**src/rtl/atm_pkg.sv**
```systemverilog
// Shared types for the ATM transaction controller: FSM state encoding,
// operation codes and result status codes.
package atm_pkg;

  localparam int unsigned ST_W = 3;
  localparam int unsigned OP_W = 3;

  typedef enum logic [2:0] {
    StIdle, StScanSrc, StWaitPin, StPinChk, StMenu, StExec, StScanDst, StEject
  } state_e;

  typedef enum logic [OP_W-1:0] {
    OpDep  = 3'd0,
    OpWdr  = 3'd1,
    OpBal  = 3'd2,
    OpXfr  = 3'd3,
    OpExit = 3'd4
  } op_e;

  typedef enum logic [ST_W-1:0] {
    StsOk      = 3'd0,
    StsNoCard  = 3'd1,
    StsBadPin  = 3'd2,
    StsLocked  = 3'd3,
    StsNoFunds = 3'd4,
    StsBadAmt  = 3'd5,
    StsBadDst  = 3'd6,
    StsTimeout = 3'd7
  } status_e;

endpackage

```
**src/rtl/atm_acct_scan.sv**
```systemverilog
// Sequential linear search over the account table, one entry per cycle from
// index 0. Shared by the source-card and transfer-destination lookups.
//   clk, rst   : clock, synchronous active-high reset
//   start      : restart the search at index 0 (entry 0 is compared next cycle)
//   key        : account number being searched for
//   accts      : account numbers of all table entries
//   valid      : per-entry valid bits
//   hit, miss  : single-cycle result flags while the search is active
//   idx        : index of the entry currently compared (the hit index on hit)
module atm_acct_scan #(
  parameter int unsigned DATA_W    = 12,
  parameter int unsigned NUM_ACCTS = 4,
  localparam int unsigned IDX_W    = $clog2(NUM_ACCTS)
) (
  input  logic                             clk,
  input  logic                             rst,
  input  logic                             start,
  input  logic [DATA_W-1:0]                key,
  input  logic [NUM_ACCTS-1:0][DATA_W-1:0] accts,
  input  logic [NUM_ACCTS-1:0]             valid,
  output logic                             hit,
  output logic                             miss,
  output logic [IDX_W-1:0]                 idx
);

  logic             active_q;
  logic [IDX_W-1:0] ptr_q;
  logic             match;

  assign idx = ptr_q;

  always_comb begin
    match = valid[ptr_q] && (accts[ptr_q] == key);
    hit   = active_q && match;
    // Scanning upward and stopping on the first match makes the lowest index win.
    miss  = active_q && !match && (ptr_q == IDX_W'(NUM_ACCTS - 1));
  end

  always_ff @(posedge clk) begin
    if (rst) begin
      active_q <= 1'b0;
      ptr_q    <= '0;
    end else if (start) begin
      active_q <= 1'b1;
      ptr_q    <= '0;
    end else if (active_q) begin
      if (hit || miss) active_q <= 1'b0;
      else             ptr_q    <= ptr_q + IDX_W'(1);
    end
  end

endmodule

```
**src/rtl/atm_core_param.sv**
```systemverilog
// ATM transaction controller: card lookup, PIN check with retry lockout and
// deposit / withdraw / balance / transfer against a register account table.
//   clk, rst                  : clock, synchronous active-high reset
//   init_we/idx/acct/pin/bal  : table load port, honoured only while idle
//   card_valid/account_number : card insertion strobe and card number
//   pin_valid/pin             : PIN entry strobe and value
//   op_valid/operation/amount/dst_account : menu operation strobe and operands
//   busy                      : session in progress (any state but idle)
//   done/status               : one-cycle result pulse and its code
//   final_balance             : source balance after the last successful op
//   final_dst_balance         : destination balance after the last successful transfer
// A correct PIN also produces a done pulse with status OK.
module atm_core_param
  import atm_pkg::*;
#(
  parameter int unsigned DATA_W      = 12,
  parameter int unsigned NUM_ACCTS   = 4,
  parameter int unsigned MAX_TRIES   = 3,
  parameter int unsigned TIMEOUT_CYC = 1024,
  localparam int unsigned IDX_W      = $clog2(NUM_ACCTS)
) (
  input  logic              clk,
  input  logic              rst,
  input  logic              init_we,
  input  logic [IDX_W-1:0]  init_idx,
  input  logic [DATA_W-1:0] init_acct,
  input  logic [DATA_W-1:0] init_pin,
  input  logic [DATA_W-1:0] init_bal,
  input  logic              card_valid,
  input  logic [DATA_W-1:0] account_number,
  input  logic              pin_valid,
  input  logic [DATA_W-1:0] pin,
  input  logic              op_valid,
  input  logic [2:0]        operation,
  input  logic [DATA_W-1:0] amount,
  input  logic [DATA_W-1:0] dst_account,
  output logic              busy,
  output logic              done,
  output logic [2:0]        status,
  output logic [DATA_W-1:0] final_balance,
  output logic [DATA_W-1:0] final_dst_balance
);

  localparam int unsigned TRY_W = $clog2(MAX_TRIES + 1);
  localparam int unsigned TMO_W = $clog2(TIMEOUT_CYC + 1);

  state_e state_q, state_d;

  logic [NUM_ACCTS-1:0][DATA_W-1:0] acct_q, pin_tbl_q, bal_q;
  logic [NUM_ACCTS-1:0][TRY_W-1:0]  tries_q;
  logic [NUM_ACCTS-1:0]             valid_q, lock_q;

  logic [DATA_W-1:0] card_q, pin_in_q, amt_q, dst_q;
  op_e               op_q;
  logic [IDX_W-1:0]  src_idx_q;
  logic [TMO_W-1:0]  tmo_q;

  logic              done_q;
  status_e           status_q;
  logic [DATA_W-1:0] fbal_q, fdbal_q;

  logic              scan_start, scan_hit, scan_miss;
  logic [IDX_W-1:0]  scan_idx;
  logic [DATA_W-1:0] scan_key;

  logic [DATA_W-1:0] src_bal, dst_bal;
  logic [DATA_W:0]   dep_sum, xfr_sum;
  logic [TRY_W-1:0]  tries_inc;
  logic              pin_ok, tmo_hit;

  // Result controls produced alongside the next state.
  logic              fin, set_fbal, wr_src, wr_dst, pin_pass, pin_fail, lock_set;
  status_e           fin_st;
  logic [DATA_W-1:0] fbal_new, fdbal_new;

  assign src_bal   = bal_q[src_idx_q];
  assign dst_bal   = bal_q[scan_idx];
  assign dep_sum   = {1'b0, src_bal} + {1'b0, amt_q};
  assign xfr_sum   = {1'b0, dst_bal} + {1'b0, amt_q};
  assign pin_ok    = (pin_tbl_q[src_idx_q] == pin_in_q);
  assign tries_inc = tries_q[src_idx_q] + TRY_W'(1);
  assign tmo_hit   = (tmo_q == TMO_W'(TIMEOUT_CYC - 1));

  atm_acct_scan #(
    .DATA_W   (DATA_W),
    .NUM_ACCTS(NUM_ACCTS)
  ) u_scan (
    .clk  (clk),
    .rst  (rst),
    .start(scan_start),
    .key  (scan_key),
    .accts(acct_q),
    .valid(valid_q),
    .hit  (scan_hit),
    .miss (scan_miss),
    .idx  (scan_idx)
  );

  // State register.
  always_ff @(posedge clk) begin
    if (rst) state_q <= StIdle;
    else     state_q <= state_d;
  end

  // Next state and per-cycle result decisions.
  always_comb begin
    state_d   = state_q;
    fin       = 1'b0;
    fin_st    = StsOk;
    set_fbal  = 1'b0;
    wr_src    = 1'b0;
    wr_dst    = 1'b0;
    pin_pass  = 1'b0;
    pin_fail  = 1'b0;
    lock_set  = 1'b0;
    fbal_new  = src_bal;
    fdbal_new = dst_bal;
    unique case (state_q)
      StIdle: if (card_valid) state_d = StScanSrc;
      StScanSrc: begin
        if (scan_hit) begin
          if (lock_q[scan_idx]) begin
            state_d = StEject; fin = 1'b1; fin_st = StsLocked;
          end else begin
            state_d = StWaitPin;
          end
        end else if (scan_miss) begin
          state_d = StEject; fin = 1'b1; fin_st = StsNoCard;
        end
      end
      StWaitPin: begin
        if (pin_valid) state_d = StPinChk;
        else if (tmo_hit) begin
          state_d = StEject; fin = 1'b1; fin_st = StsTimeout;
        end
      end
      StPinChk: begin
        fin = 1'b1;
        if (pin_ok) begin
          pin_pass = 1'b1;
          state_d  = StMenu;
        end else begin
          pin_fail = 1'b1;
          if (32'(tries_inc) >= MAX_TRIES) begin
            lock_set = 1'b1; state_d = StEject; fin_st = StsLocked;
          end else begin
            state_d = StWaitPin; fin_st = StsBadPin;
          end
        end
      end
      StMenu: begin
        if (op_valid && (operation <= OpExit)) begin
          if (operation == OpExit) begin
            state_d = StEject; fin = 1'b1;
          end else begin
            state_d = StExec;
          end
        end else if (tmo_hit) begin
          state_d = StEject; fin = 1'b1; fin_st = StsTimeout;
        end
      end
      StExec: begin
        state_d = StMenu;
        fin     = 1'b1;
        case (op_q)
          OpDep: begin
            if (amt_q == '0 || dep_sum[DATA_W]) fin_st = StsBadAmt;
            else begin
              fbal_new = dep_sum[DATA_W-1:0]; wr_src = 1'b1; set_fbal = 1'b1;
            end
          end
          OpWdr: begin
            if (amt_q == '0)          fin_st = StsBadAmt;
            else if (amt_q > src_bal) fin_st = StsNoFunds;
            else begin
              fbal_new = src_bal - amt_q; wr_src = 1'b1; set_fbal = 1'b1;
            end
          end
          OpXfr: begin
            if (amt_q == '0)          fin_st = StsBadAmt;
            else if (amt_q > src_bal) fin_st = StsNoFunds;
            else begin
              fin = 1'b0; state_d = StScanDst;
            end
          end
          default: set_fbal = 1'b1;  // balance enquiry
        endcase
      end
      StScanDst: begin
        if (scan_hit || scan_miss) begin
          state_d = StMenu;
          fin     = 1'b1;
          if (scan_miss || scan_idx == src_idx_q) fin_st = StsBadDst;
          else if (xfr_sum[DATA_W])                fin_st = StsBadAmt;
          else begin
            // Source and destination are committed on the same edge.
            fbal_new  = src_bal - amt_q;
            fdbal_new = xfr_sum[DATA_W-1:0];
            wr_src    = 1'b1;
            wr_dst    = 1'b1;
            set_fbal  = 1'b1;
          end
        end
      end
      StEject: state_d = StIdle;
      default: state_d = StIdle;
    endcase
  end

  // Outputs and scan control.
  always_comb begin
    busy       = (state_q != StIdle);
    scan_start = (state_q == StIdle && card_valid) ||
                 (state_q == StExec && state_d == StScanDst);
    scan_key   = (state_q == StScanDst) ? dst_q : card_q;
  end

  assign done              = done_q;
  assign status            = status_q;
  assign final_balance     = fbal_q;
  assign final_dst_balance = fdbal_q;

  always_ff @(posedge clk) begin
    if (rst) begin
      acct_q    <= '0;
      pin_tbl_q <= '0;
      bal_q     <= '0;
      tries_q   <= '0;
      valid_q   <= '0;
      lock_q    <= '0;
      card_q    <= '0;
      pin_in_q  <= '0;
      amt_q     <= '0;
      dst_q     <= '0;
      op_q      <= OpDep;
      src_idx_q <= '0;
      tmo_q     <= '0;
      done_q    <= 1'b0;
      status_q  <= StsOk;
      fbal_q    <= '0;
      fdbal_q   <= '0;
    end else begin
      if (state_q == StIdle && init_we && 32'(init_idx) < NUM_ACCTS) begin
        acct_q[init_idx]    <= init_acct;
        pin_tbl_q[init_idx] <= init_pin;
        bal_q[init_idx]     <= init_bal;
        valid_q[init_idx]   <= 1'b1;
        tries_q[init_idx]   <= '0;
        lock_q[init_idx]    <= 1'b0;
      end
      if (state_q == StIdle && card_valid)    card_q    <= account_number;
      if (state_q == StScanSrc && scan_hit)   src_idx_q <= scan_idx;
      if (state_q == StWaitPin && pin_valid)  pin_in_q  <= pin;
      if (state_q == StMenu && op_valid) begin
        op_q  <= op_e'(operation);
        amt_q <= amount;
        dst_q <= dst_account;
      end
      if (pin_pass) tries_q[src_idx_q] <= '0;
      if (pin_fail) tries_q[src_idx_q] <= tries_inc;
      if (lock_set) lock_q[src_idx_q]  <= 1'b1;
      if (wr_src)   bal_q[src_idx_q]   <= fbal_new;
      if (wr_dst)   bal_q[scan_idx]    <= fdbal_new;

      if (strobe_any() || state_d != state_q || !(state_q inside {StWaitPin, StMenu}))
        tmo_q <= '0;
      else
        tmo_q <= tmo_q + TMO_W'(1);

      done_q <= fin;
      if (fin)      status_q <= fin_st;
      if (set_fbal) fbal_q   <= fbal_new;
      if (wr_dst)   fdbal_q  <= fdbal_new;
    end
  end

  function automatic logic strobe_any();
    return card_valid || pin_valid || op_valid;
  endfunction

endmodule

```
**config.mk**
```make
export PLATFORM = sky130hd
export DESIGN_NAME = atm_core_param
export DESIGN_NICKNAME = d
export VERILOG_FILES = /design/src/rtl/atm_pkg.sv /design/src/rtl/atm_acct_scan.sv /design/src/rtl/atm_core_param.sv
export SDC_FILE = /design/constraint.sdc
export NUM_CORES = 1
export LEC_CHECK = 0
export ABC_AREA = 1
export CORE_AREA = 2 2 162 164
export DETAILED_ROUTE_END_ITERATION = 6
export DIE_AREA = 0 0 164 166
export GPL_TIMING_DRIVEN = 0
export HOLD_SLACK_MARGIN = 0.1
export MAX_ROUTING_LAYER = met4
export PLACE_DENSITY_LB_ADDON = 0.25
export SYNTH_ARGS = -nofsm -noshare
export SYNTH_HDL_FRONTEND = slang
export SYNTH_HIERARCHICAL = 1
export SYNTH_SLANG_ARGS = --single-unit
```
**constraint.sdc**
```tcl
create_clock -name clk -period 9.8 [get_ports clk]
set_clock_uncertainty 0.2 [all_clocks]
set_input_delay 1.47 -clock clk [delete_from_list [all_inputs] [get_ports clk]]
set_output_delay 1.47 -clock clk [all_outputs]
set_load 0.03 [all_outputs]
```
==> metrics.txt <==
outcome=finished with violations; failing checks=DRC; share of cells above drive strength 1=~5.8%; input/output buffers=between 100 and 150; detailed-placement wirelength estimate=roughly 42000 um; number of max-cap violations=0; unrepaired setup endpoints after global routing=no; Yosys reg bits=258; Max stage delay on crit path=just under 700 ps; clock sink count=258; IO Pins=between 100 and 150; gr ovfl total=0; CP max-delay cell=nor3_1; Cell Area, Synth=about 15000 um2; drt total wl=about 57000 um; CP Class=flip-flop to flip-flop; nets@finish=2619; GR Layer Usage met2=roughly two thirds; met3 global-route usage=7.992%; Lkg Pwr=between 7 and 8 nW; Power Density=about 140 nW/um2; Max Slew Vio Count=0; GRT Util Overall=41.63%; core area=approximately 26000 um2; ys async rst share=0%; most used cell, CP=nor2_1; routed via count=17080; Die Span Y=roughly 170 um; gr busiest metal=met2; Mapped Avg Cell Area=6.492 um2; Cells after Synth=about 2300; Fillers=between 2000 and 2500; Primary FF master, synth=dfxtp_1; leading cell type in the layout, fill and taps excluded=nand2_1; WP buf/inv=8; Worst Path Required=10070 ps; final setup violation count=0; CP Launch Type=flip-flop; die footprint=between 20000 and 30000 um2; CTS Buffer Depth=3; drt initial violations=1963; setup TNS=0 ps; antenna violations before repair=1; CTS Root Cell=clkbuf_16; clk_lat worst skew=580 ps; Finished Cell Area=about 18000 um2; H-tree depth=1; synth warn=6; Tmin final=around 5200 ps; Starting Density=58.92%; CTS tree=done; M1 GR Usage=around 48%; row cnt=between 50 and 60; crit path DAT=approximately 5500 ps; global-route wire length before repair=~86000 um; DR WL/cell=between 20 and 25 um; largest net degree at the start of global routing=16; register area share after synthesis=approximately a third; Worst Hold Slack=between 200 and 300 ps; final worst slack=around 4600 ps; number of CTS-inserted buffers=28; crit-path leading delay family=simple AND/OR/NAND/NOR gates; vias per cell=about 6.0; Post-synth EDFFs=0; CP Cell Sequence=nor2_1 > buf_2 > inv_2 > nor2_1 > nor3_1 > inv_1 > ha_1 > buf_2 > inv_2 > nor2_1 > nand2_1 > nor2_1 > nand2_1 > nand3_1 > nand2_2 > inv_2 > nand2_2 > nand2_2 > a21oi_4 > nand2_1 > buf_2 > nand4_1 > nand3_1 > inv_1; Tcrit/Tclk final=between 50 and 60%; vias in the first global route=16000; count of different cell masters after synthesis=56; Area Growth Syn to Fin=16.96%; endpoint class of the critical path=flip-flop; chip width=164 um; Max FO, Critical Path=10; Placer Congestion=1.053; Synth Net Count=2467; setup slack at placement=around 4800 ps; Highest Clock Rate=approximately 0.19 GHz; Final Hold Vio Count=0; Worst IR Drop VDD=about 150 uV; Setup Buffers After CTS=0; clock-pin slew on the worst setup and hold paths=60 ps; post-route ant nets=0; Pre-antenna DRT Iters=7; Post-CTS Hold Buffers=0; Resized cells post-CTS=0; dpl cell area=16730 um2; max_slew headroom=slightly above 40%; Least-Margin Pin Slew=~900 ps; most frequent cells in the layout=nand2_1, nor2_1, o21ai_0; Remaining DRCs=1; Hold/Removal Path Class=flip-flop to flip-flop
[flip-flops by register name (all words and copies together), names as in the netlist]
register	flops
tmo_q	11
pin_tbl_q	48
lock_q	4
pin_in_q	12
valid_q	4
bal_q	48
card_q	12
state_q	3
op_q	3
src_idx_q	2
u_scan/active_q	1
final_dst_balance	12
status	3
u_scan/idx	2
dst_q	12
amt_q	12
final_balance	12
tries_q	8
acct_q	48
done	1
[cells in the mapped netlist, types with 17 or more instances]
cell type / instances / area [um2]
a21oi_1: 222 / 1111
a22oi_1: 31 / 232.7
buf_2: 24 / 120.1
clkbuf_1: 71 / 266.5
dfxtp_1: 258 / 5165
ha_1: 44 / 550.5
inv_1: 187 / 701.9
inv_2: 26 / 97.59
nand2_1: 515 / 1933
nand3_1: 130 / 650.6
nand4_1: 32 / 200.2
nor2_1: 321 / 1205
o21ai_0: 267 / 1336
o21ai_1: 17 / 85.08
xor2_1: 26 / 227.7
[stage by stage]
stage / std cells / total power, mW / util, %
final: 2832 / 2.514 / 68.92
after global routing: 2832 / 2.578 / 68.92
after CTS: 2831 / 2.497 / 68.91
after detailed placement: 2782 / 1.447 / 65.33
after global placement: 2782 / 1.440 / 65.33
after floorplan: 2325 / 1.319 / -
[per-layer routing]
layer  wire length [um]  vias up
li1                   -     7946
met1              20970     7726
met2              25500     1087
met3               5950      317
met4               4496        0
met5                  0        -
[final timing paths]
check,end,startpoint,cells past startpoint,slack [ps]
hold reg to reg,tmo_q[0]$_SDFF_PP0_,tmo_q[0]$_SDFF_PP0_,1,250
setup reg to reg,final_balance[1]$_SDFFE_PP0P_,src_idx_q[0]$_SDFFE_PP0P_,24,4550
setup / recovery,final_balance[1]$_SDFFE_PP0P_,src_idx_q[0]$_SDFFE_PP0P_,24,4550
hold / removal,tmo_q[0]$_SDFF_PP0_,tmo_q[0]$_SDFF_PP0_,1,250
[cells by family after synthesis]
logic type,synth area share (%)
compound gates,21.35
flops,34.22
buf+inv,8.986
fa+ha+maj,4.045
xor+xnor,2.205
simple gates,29.20
[power by group]
part / switching [mW] / leakage [nW] / total (mW) / internal [mW]
clock: 0.456 / 0.447 / 1.07 / 0.618
sequential: 0.0201 / 2.09 / 1.10 / 1.08
combinational: 0.215 / 4.79 / 0.336 / 0.121
total: 0.691 / 7.34 / 2.51 / 1.82
[final cells by class]
class	instances	area (um2)	area share (%)
flip-flops and latches	258	5165	29.26
well taps	335	419.2	2.374
inverters	218	829.5	4.699
repair buffers	122	1221	6.918
clock inverters	7	113.9	0.6450
clock buffers	42	803.3	4.550
plain buffers	113	526.8	2.984
multi-input cells	1736	8572	48.56
diodes	1	2.502	0.01418
(Power assumes the default switching activity.)
